$ cat config.mk
export PLATFORM = sky130hd
export DESIGN_NAME = pe_share_arbiter
export DESIGN_NICKNAME = d
export VERILOG_FILES = /design/src/rtl/pe_share_arbiter_pkg.sv /design/src/rtl/pe_mac.sv /design/src/rtl/pe_share_arbiter.sv
export SDC_FILE = /design/constraint.sdc
export NUM_CORES = 1
export LEC_CHECK = 0
export BUFFER_PORTS_ARGS = -buffer_cell sky130_fd_sc_hd__buf_4
export CAP_MARGIN = 20
export CORE_MARGIN = 10
export CORE_UTILIZATION = 60
export CTS_CLUSTER_DIAMETER = 60
export DETAILED_ROUTE_END_ITERATION = 12
export GPL_ROUTABILITY_DRIVEN = 0
export PLACE_DENSITY = 0.83
export SYNTH_ARGS = -nofsm -noshare
export SYNTH_HDL_FRONTEND = slang
export SYNTH_HIERARCHICAL = 1
export SYNTH_SLANG_ARGS = --single-unit
export TNS_END_PERCENT = 50
$ cat constraint.sdc
create_clock -name clk -period 8.9 [get_ports clk]
set_input_delay 1.78 -clock clk [delete_from_list [all_inputs] [get_ports clk]]
set_output_delay 1.78 -clock clk [all_outputs]
set_load 0.05 [all_outputs]
$ cat src/rtl/pe_share_arbiter_pkg.sv
// Shared definitions for the packet-granular MAC arbiter.
//   DATA_BITS_DEF : default width of data, weight, accumulator and result
//   LEN_BITS_DEF  : default width of the per-packet beat counter
//   state_e       : arbiter FSM encoding
package pe_share_arbiter_pkg;

    localparam int DATA_BITS_DEF = 16;
    localparam int LEN_BITS_DEF  = 8;

    typedef enum logic {
        ST_IDLE = 1'b0,
        ST_BUSY = 1'b1
    } state_e;

endpackage

$ cat src/rtl/pe_mac.sv
// Combinational multiply-accumulate: sum = acc + data*wgt, wrapped to DATA_BITS.
//   acc  : running accumulator
//   data : input operand (signed two's complement)
//   wgt  : weight operand (signed two's complement)
//   sum  : low DATA_BITS of acc + data*wgt
module pe_mac #(
    parameter int DATA_BITS = 16
) (
    input  logic [DATA_BITS-1:0] acc,
    input  logic [DATA_BITS-1:0] data,
    input  logic [DATA_BITS-1:0] wgt,
    output logic [DATA_BITS-1:0] sum
);

    // Only the low DATA_BITS of the product survive the wrap, so the
    // product is computed at that width directly.
    logic signed [DATA_BITS-1:0] prod;

    assign prod = $signed(data) * $signed(wgt);
    assign sum  = acc + prod;

endmodule

$ cat src/rtl/pe_share_arbiter.sv
// Two requesters share one MAC datapath; arbitration is per packet with a
// round-robin pointer. Each packet's dot product is delivered through a
// single result register with valid/ready handshake.
//   clk                 : clock, rising edge
//   rst                 : asynchronous active-low reset
//   reqN_valid/ready    : beat handshake for requester N
//   reqN_data/wgt/last  : beat operands and end-of-packet marker
//   res_valid/ready     : result handshake
//   res_data/id/len     : dot product, producing requester, saturated beat count
//
// state   | meaning
// --------+------------------------------------------------------------
// ST_IDLE | no grant; readies low; pick requester on any valid
// ST_BUSY | grant held by grant_q until its last beat is accepted
module pe_share_arbiter
    import pe_share_arbiter_pkg::*;
#(
    parameter int DATA_BITS = DATA_BITS_DEF,
    parameter int LEN_BITS  = LEN_BITS_DEF
) (
    input  logic                 clk,
    input  logic                 rst,
    input  logic                 req0_valid,
    output logic                 req0_ready,
    input  logic [DATA_BITS-1:0] req0_data,
    input  logic [DATA_BITS-1:0] req0_wgt,
    input  logic                 req0_last,
    input  logic                 req1_valid,
    output logic                 req1_ready,
    input  logic [DATA_BITS-1:0] req1_data,
    input  logic [DATA_BITS-1:0] req1_wgt,
    input  logic                 req1_last,
    output logic                 res_valid,
    input  logic                 res_ready,
    output logic [DATA_BITS-1:0] res_data,
    output logic                 res_id,
    output logic [LEN_BITS-1:0]  res_len
);

    state_e                state_q;
    logic                  grant_q;
    logic                  ptr_q;
    logic [DATA_BITS-1:0]  acc_q;
    logic [LEN_BITS-1:0]   cnt_q;
    logic                  res_valid_q;
    logic [DATA_BITS-1:0]  res_data_q;
    logic                  res_id_q;
    logic [LEN_BITS-1:0]   res_len_q;

    logic                  busy;
    logic                  stall;
    logic                  sel_valid;
    logic                  sel_last;
    logic [DATA_BITS-1:0]  sel_data;
    logic [DATA_BITS-1:0]  sel_wgt;
    logic                  accept;
    logic                  grant_d;
    logic [DATA_BITS-1:0]  mac_sum;
    logic [LEN_BITS-1:0]   cnt_inc;

    assign busy  = (state_q == ST_BUSY);
    // Hold off beats only while an unread result would otherwise be
    // overwritten; a result being read this cycle frees the register.
    assign stall = res_valid_q & ~res_ready;

    assign req0_ready = busy & ~grant_q & ~stall;
    assign req1_ready = busy &  grant_q & ~stall;

    assign sel_valid = grant_q ? req1_valid : req0_valid;
    assign sel_last  = grant_q ? req1_last  : req0_last;
    assign sel_data  = grant_q ? req1_data  : req0_data;
    assign sel_wgt   = grant_q ? req1_wgt   : req0_wgt;
    assign accept    = busy & ~stall & sel_valid;

    // Pointer only matters on a tie; otherwise the lone requester wins.
    assign grant_d = (req0_valid & req1_valid) ? ptr_q : req1_valid;

    assign cnt_inc = (cnt_q == '1) ? cnt_q : cnt_q + LEN_BITS'(1);

    pe_mac #(
        .DATA_BITS (DATA_BITS)
    ) u_mac (
        .acc  (acc_q),
        .data (sel_data),
        .wgt  (sel_wgt),
        .sum  (mac_sum)
    );

    always_ff @(posedge clk or negedge rst) begin
        if (!rst) begin
            state_q     <= ST_IDLE;
            grant_q     <= 1'b0;
            ptr_q       <= 1'b0;
            acc_q       <= '0;
            cnt_q       <= '0;
            res_valid_q <= 1'b0;
            res_data_q  <= '0;
            res_id_q    <= 1'b0;
            res_len_q   <= '0;
        end else begin
            if (res_valid_q && res_ready) begin
                res_valid_q <= 1'b0;
            end
            case (state_q)
                ST_IDLE: begin
                    if (req0_valid || req1_valid) begin
                        grant_q <= grant_d;
                        state_q <= ST_BUSY;
                    end
                end
                ST_BUSY: begin
                    if (accept) begin
                        if (sel_last) begin
                            // Later assignment overrides the read-clear above.
                            res_valid_q <= 1'b1;
                            res_data_q  <= mac_sum;
                            res_len_q   <= cnt_inc;
                            res_id_q    <= grant_q;
                            acc_q       <= '0;
                            cnt_q       <= '0;
                            ptr_q       <= ~grant_q;
                            state_q     <= ST_IDLE;
                        end else begin
                            acc_q <= mac_sum;
                            cnt_q <= cnt_inc;
                        end
                    end
                end
                default: state_q <= ST_IDLE;
            endcase
        end
    end

    assign res_valid = res_valid_q;
    assign res_data  = res_data_q;
    assign res_id    = res_id_q;
    assign res_len   = res_len_q;

endmodule

==> key figures, run 1 <==
Status
  • Status: finished, final reports clean

Finish
  • Area delta synth->final: 13.9%
  • Post-route cell area: 0.00847 mm2
  • Final core occ: 0.702
  • Commonest non-fill, non-tap cells in the layout: inv_1, nand2_1, buf_4
  • Final net count: approximately 1100
  • Diodes inserted: 0
  • Ratio of cells with drive above 1 in the final layout: 0.192
  • Commonest non-fill, non-tap cell in the layout: inv_1

Global routing
  • Most Crowded Layer GR: met2
  • Initial antenna violation count: 0
  • Global-route wire length before repair: slightly below 30000 um
  • Routing usage on met3: 0.0343
  • GRT met1 Usage: 0.253
  • Pin count of the biggest net entering global routing: 54
  • Total track usage: 0.203
  • Met2 GRT Util: 0.363
  • Vias in the first global route: between 6000 and 7000
  • Remaining global-route overflow: 0

Setup path
  • Critical-path top delay cell: fa_1
  • Critical Path Source Type: input pin
  • CP max FO: 15
  • CP peak stage delay: 0.54 ns
  • Critical Path AT: about 7.3 ns
  • Crit end category: register
  • R2r startpoint: grant_q
  • Critical path class: input pin to register
  • Reg2Reg Depth: 22
  • Critical path cell sequence: buf_4 > mux2_2 > and2_1 > fa_1 > inv_1 > fa_1 > inv_1 > fa_1 > inv_1 > fa_1 > inv_1 > fa_1 > inv_1 > fa_1 > inv_1 > ha_1 > o21ai_0 > nand2b_1 > o211ai_1 > o21ai_0 > xnor2_1 > mux2_4
  • WP data required: 9.08 ns
  • Reg2Reg Setup Slack: 2.03 ns
  • FF-to-FF End: res_data[15]

Clock tree
  • TritonCTS Sinks: 53
  • Clk buf depth: 2
  • CTS Buf Count: 5
  • H-tree levels: 2
  • Postcts setup bufs: 0
  • CTS clk-pin slew, worst paths: 0.07 ns
  • Hold buffer count at cts: 0
  • TritonCTS clock tree: yes
  • Clock root cell: clkbuf_16
  • Post-CTS sizing: 0
  • Clk Latency, worst-skew pair: 0.29 ns

Timing
  • Period utilization: 0.801
  • Fmax: 0.140 GHz
  • Setup_tns: 0 ns
  • Final setup fails: 0
  • Slew margin rel.: 0.278
  • Final Skew: approximately 0.0057 ns
  • Max Slew Vio Count: 0
  • Tmin final: slightly above 7 ns
  • RSZ-0062 raised after global routing: no
  • Worst slew pin tran: 1.08 ns
  • Final hold vios: 0

Yosys
  • Post-Syn Instances: 806
  • Combinational family with the most area after synthesis: adder cells
  • Compound-Gate Fraction of Synth Area: 0.0448
  • Syn Area/Cell: 9.22 um2
  • Adder-cell area share of the yosys netlist: 0.363
  • Post-Synth Simple-Gate Area: 0.169
  • Synthesized area: 0.00743 mm2
  • Netlist cell types: between 40 and 50
  • YS warnings: 6
  • Mapped Nets: 1037
  • Post-synth EDFFs: 0
  • Async S/R FF share, synth: 1.00
  • Post-synthesis xor/xnor area fraction: 0.0552
  • Mux contribution to synthesized area: 0.0868
  • Sequential fraction of the synthesis area: 0.178
  • Ys flop type: dfrtp_1
  • FF+latch count, synth: 53

Routing
  • Via/cell ratio: 5.38
  • DR pass1 iterations: 5
  • Drt total wl: 17900 um
  • Antenna-violating nets left: 0
  • Iter 0 DRT Violations: 369
  • Post-route DRC: 0
  • Wire per inst: around 17 um
  • DR vias: 5681

Placement
  • Placed cell area: between 0.008 and 0.009 mm2
  • DP HPWL: 14400 um
  • Port buffer count: 98

Floorplan
  • Initial Util: 0.616
  • I/O pin cnt: 99
  • Core area: 0.0121 mm2
  • Die area: 0.0172 mm2
  • Die H: 131 um
  • Row cnt: 40
  • DIE WIDTH: 131 um

Min path
  • Hold Crit Endpoint: acc_q[2]
  • Worst Hold Class: register to register
  • Hold path cells: 2
  • Min-Delay Startpoint: acc_q[2]

Flow run
  • Number of max-cap violations: 0
-- kinds of logic after synthesis --
logic type,after synthesis
AOI/OAI and AO/OA,52
xor gates and xnor gates,42
adders and majority gates,160
buffers and inverters,198
DFF,53
muxes,54
and+or+nand+nor,247
-- sequential cells by signal (all words and copies together) (netlist names) --
register / cells
busy: 1
grant_q: 1
res_data: 16
acc_q: 16
res_id: 1
res_valid: 1
ptr_q: 1
res_len: 8
cnt_q: 8
-- how the worst max path moves through the flow --
stage / cells past startpoint / to / start
final: 22 / res_data[15] / req1_wgt[1]
after global routing: 22 / res_data[15] / req1_wgt[1]
after CTS: 22 / res_data[15] / req1_wgt[1]
after detailed placement: 22 / res_data[15] / req1_wgt[1]
after global placement: 22 / res_data[15] / req1_wgt[1]
after floorplan: 19 / res_data[14] / req1_wgt[1]
-- synth_stat cells, drive strengths merged, types with 5 or more instances --
master	count	area share
dfrtp	53	0.18
and2	85	0.073
fa	93	0.25
clkbuf	18	0.0091
mux2	51	0.083
buf	9	0.0072
nor2	16	0.0081
o21ai	13	0.0088
a21oi	13	0.0088
and3	5	0.0042
xor2	7	0.0082
inv	171	0.086
nand3	22	0.015
ha	67	0.11
nand2	102	0.053
xnor2	33	0.041
-- metal layers --
metal | vias to the layer above | share of wire
li1 | 2644 | -
met1 | 2812 | 0.41
met2 | 199 | 0.52
met3 | 26 | 0.051
met4 | 0 | 0.015
met5 | - | 0
-- critical path: cells and delay by family --
kind	cells	cell delay, ns
adder cells (fa/ha/maj)	7	3.35
multiplexers	2	0.66
AO/OA/AOI/OAI	3	0.64
buffers and inverters	7	0.42
AND/OR/NAND/NOR	2	0.30
XOR/XNOR	1	0.14
-- through the flow --
step           worst slack, ns  cells  hold WS (ns)
6_report                  1.77   1055         0.480
2_1_floorplan             1.88    806         0.443
5_1_grt                   1.49   1055         0.510
4_1_cts                   1.79   1055         0.485
3_3_place_gp              1.48   1047         0.459
3_5_place_dp              1.49   1047         0.467
-- final cells by class --
class	instances	area [um2]
timing repair buffer	100	751
clock buffer	5	125
inverter	171	642
sequential	53	1330
multi-input combinational	555	5350
fill	918	3590
clock inverter	3	68.8
tap	168	210
Power of run 1 is not shown: default switching activity piles up to over one toggle a cycle in this logic, so the estimate is an artifact.
==> run 2, diff against run 1 <==
--- a/config.mk
+++ b/config.mk
@@ -5,6 +5,7 @@
 export SDC_FILE = /design/constraint.sdc
 export NUM_CORES = 1
 export LEC_CHECK = 0
+export ABC_AREA = 1
 export BUFFER_PORTS_ARGS = -buffer_cell sky130_fd_sc_hd__buf_4
 export CAP_MARGIN = 20
 export CORE_MARGIN = 10
@@ -12,7 +13,7 @@
 export CTS_CLUSTER_DIAMETER = 60
 export DETAILED_ROUTE_END_ITERATION = 12
 export GPL_ROUTABILITY_DRIVEN = 0
-export PLACE_DENSITY = 0.83
+export PLACE_DENSITY = 0.82
 export SYNTH_ARGS = -nofsm -noshare
 export SYNTH_HDL_FRONTEND = slang
 export SYNTH_HIERARCHICAL = 1
==> constraint.sdc (replaced) <==
create_clock -name clk -period 7.1 [get_ports clk]
set_input_delay 1.42 -clock clk [delete_from_list [all_inputs] [get_ports clk]]
set_output_delay 1.42 -clock clk [all_outputs]
set_load 0.05 [all_outputs]
==> run 2 against run 1 <==
Compared with the run above:
- via count is 20% higher
- setup slack worse by 1.1 ns
- first-iteration DRC count is 22% higher
- sequential cell count stayed put
- clock skew is 0.0011 ns lower
- cell count is 32% higher
- sequential share of layout area is 0.74 points lower
- cell area is 5.0% higher
- utilization is 0.62 points lower
- synthesized cell count is 42% higher
- hold slack worse by 0.0022 ns
- wire length is 6.0% higher
==> key figures, run 2 <==
Status
  • Status: finished, final reports clean

Routing
  • Via/cell ratio: 4.89 (-9.2%)
  • Max layer used: met4
  • DR pass1 iterations: 5 (unchanged)
  • Met3 wire length: 993 um (+8.1%)
  • Post-route DRC: 0 (unchanged)
  • M1 WL: 8230 um (+11%)
  • DR vias: 6828 (+20%)
  • Drt total wl: 18900 um (+6.0%)
  • Wire per inst: 13.6 um (-20%)
  • Antenna-violating nets left: 0 (unchanged)
  • Iter 0 DRT Violations: 452 (+22%)
  • Met2 wire len: 9450 um (+1.9%)

Global routing
  • Vias in the first global route: 7154 (+16%)
  • Pin count of the biggest net entering global routing: 54 (unchanged)
  • Initial antenna violation count: 0 (unchanged)
  • Total track usage: 0.216 (+0.0131)
  • Global-route wire length before repair: 32800 um (+11%)
  • Remaining global-route overflow: 0 (unchanged)

Floorplan
  • Die H: 135 um (+2.7%)
  • Die area: 0.0182 mm2 (+5.4%)
  • DIE WIDTH: 135 um (+2.7%)
  • Initial Util: 0.619 (+0.00297)
  • I/O pin cnt: 99 (unchanged)
  • Core area: 0.0128 mm2 (+5.9%)
  • Row cnt: 41 (+2.5%)

Setup path
  • WP data required: 7.33 ns (-1.75 ns)
  • Crit end category: register
  • FF-to-FF End: res_data[14]
  • Critical Path Start: req0_wgt[1]
  • Critical Path AT: 6.62 ns (-0.69 ns)
  • Reg2Reg Depth: 24 (+9.1%)
  • CP most frequent cell: fa_1
  • Buf/Inv on CP: 7 (unchanged)
  • Critical-path top delay cell: fa_1
  • Critical Path Source Type: input pin
  • Top delay family on crit path: adder cells
  • Reg2Reg Setup Slack: 1.12 ns (-0.91 ns)
  • CP max FO: 15 (unchanged)
  • Critical path class: input pin to register
  • R2r startpoint: grant_q
  • CP peak stage delay: 0.55 ns (about the same)

Yosys
  • Post-Syn Instances: 1141 (+42%)
  • Synth cell count leaders: nand2_1, inv_1, fa_1
  • Syn Area/Cell: 6.93 um2 (-25%)
  • Synth area leaders: fa_1, nand2_1, dfrtp_1
  • FF+latch count, synth: 53 (unchanged)
  • Most common cell in the netlist: nand2_1
  • Sequential fraction of the synthesis area: 0.168 (-0.0107)
  • Synthesized area: 0.00791 mm2 (+6.4%)
  • Post-synth EDFFs: 0 (unchanged)
  • Synth top area share: 0.235 (-0.0151)
  • YS warnings: 6 (unchanged)
  • Leading area contributor after synthesis: fa_1
  • Mapped Nets: 1372 (+32%)
  • Async S/R FF share, synth: 1.00 (unchanged)
  • Ys flop type: dfrtp_1
  • Netlist cell types: 33 (-31%)

Clock tree
  • TritonCTS Sinks: 53 (unchanged)
  • CTS Buf Count: 5 (unchanged)
  • Hold buffer count at cts: 0 (unchanged)
  • Post-CTS sizing: 0 (unchanged)
  • Clock root cell: clkbuf_16
  • Clk buf depth: 2 (unchanged)
  • Postcts setup bufs: 0 (unchanged)
  • Clk Latency, worst-skew pair: 0.29 ns (about the same)
  • CTS clk-pin slew, worst paths: 0.06 ns (about the same)
  • TritonCTS clock tree: yes
  • H-tree levels: 2 (unchanged)

Min path
  • Worst Hold Class: register to register
  • Hold Crit Endpoint: ptr_q
  • Hold path cells: 2 (unchanged)
  • Min-Delay Startpoint: ptr_q

Timing
  • RSZ-0062 raised after global routing: no
  • Period utilization: 0.901
  • Tmin final: 6.39 ns
  • Worst slew pin tran: 0.675 ns (-0.408 ns)
  • Setup_tns: 0 ns (unchanged)
  • Final hold vios: 0 (unchanged)
  • Slew margin rel.: 0.549 (+0.271)
  • Final Skew: 0.00452 ns (-0.00113 ns)
  • Max Slew Vio Count: 0 (unchanged)
  • Final setup fails: 0 (unchanged)
  • Fmax: 0.156 GHz

Finish
  • Final net count: 1455 (+30%)
  • Ratio of cells with drive above 1 in the final layout: 0.122 (-0.0700)
  • Diodes inserted: 0 (unchanged)
  • Commonest non-fill, non-tap cell in the layout: nand2_1
  • Area delta synth->final: 12.4%
  • Fill count: 1103 (+20%)
  • FF/Latch Area: 0.00133 mm2 (unchanged)
  • Commonest non-fill, non-tap cells in the layout: nand2_1, inv_1, buf_4
  • Area of the multi-input gates: 0.00522 mm2 (-2.3%)

Placement
  • DP HPWL: 15700 um (+8.7%)
  • Port buffer count: 98 (unchanged)

Flow run
  • Number of max-cap violations: 0 (unchanged)
run 2: final cells by class:
cell class | count | area share
multi-input cells | 749 | 0.587
inverters | 300 | 0.127
well taps | 172 | 0.0242
clock buffers | 8 | 0.0153
flip-flops and latches | 53 | 0.149
repair buffers | 115 | 0.0971
run 2: worst max-delay path by stage:
stage	endpoint	slack, ns	cells past startpoint
2_1_floorplan	res_data[14]	0.61	28
3_3_place_gp	acc_q[14]	0.57	27
3_5_place_dp	res_data[14]	0.43	27
4_1_cts	res_data[14]	0.71	26
5_1_grt	res_data[14]	0.35	26
6_report	res_data[14]	0.71	26
run 2: routing by layer:
| layer | vias up | GRT usage |
|---|---|---|
| met4 | 0 | 0.0580 |
| li1 | 3404 | - |
| met1 | 3214 | 0.274 |
| met2 | 188 | 0.378 |
| met3 | 22 | 0.0289 |
| met5 | - | 0 |
run 2: logic make-up (layout without fill, tap and decap cells):
| group | Yosys count | count (layout) | synth area share |
|---|---|---|---|
| XOR/XNOR | 11 | 11 | 0.0122 |
| flip-flops | 53 | 53 | 0.168 |
| AND/OR/NAND/NOR | 545 | 545 | 0.282 |
| buffers and inverters | 339 | 423 | 0.172 |
| adder cells (fa/ha/maj) | 160 | 160 | 0.341 |
| AO/OA/AOI/OAI | 33 | 33 | 0.0244 |
run 2: metrics by stage:
| step | cell area (um2) | worst slack (ns) | utilization | instances | hold slack (ns) |
|---|---|---|---|---|---|
| after floorplan | 7910 | 0.608 | - | 1141 | 0.437 |
| after global placement | 8750 | 0.567 | 0.685 | 1389 | 0.457 |
| after detailed placement | 8750 | 0.426 | 0.685 | 1389 | 0.460 |
| after CTS | 8890 | 0.707 | 0.696 | 1397 | 0.476 |
| after global routing | 8890 | 0.349 | 0.696 | 1397 | 0.491 |
| final | 8890 | 0.706 | 0.696 | 1397 | 0.478 |
run 2: tightest hold or removal path: stages (launching register included):
cell     delay, ns
dfrtp_1       0.34
nand2_1       0.06
nand2_1       0.05
Power of run 2 is left out for the same reason.
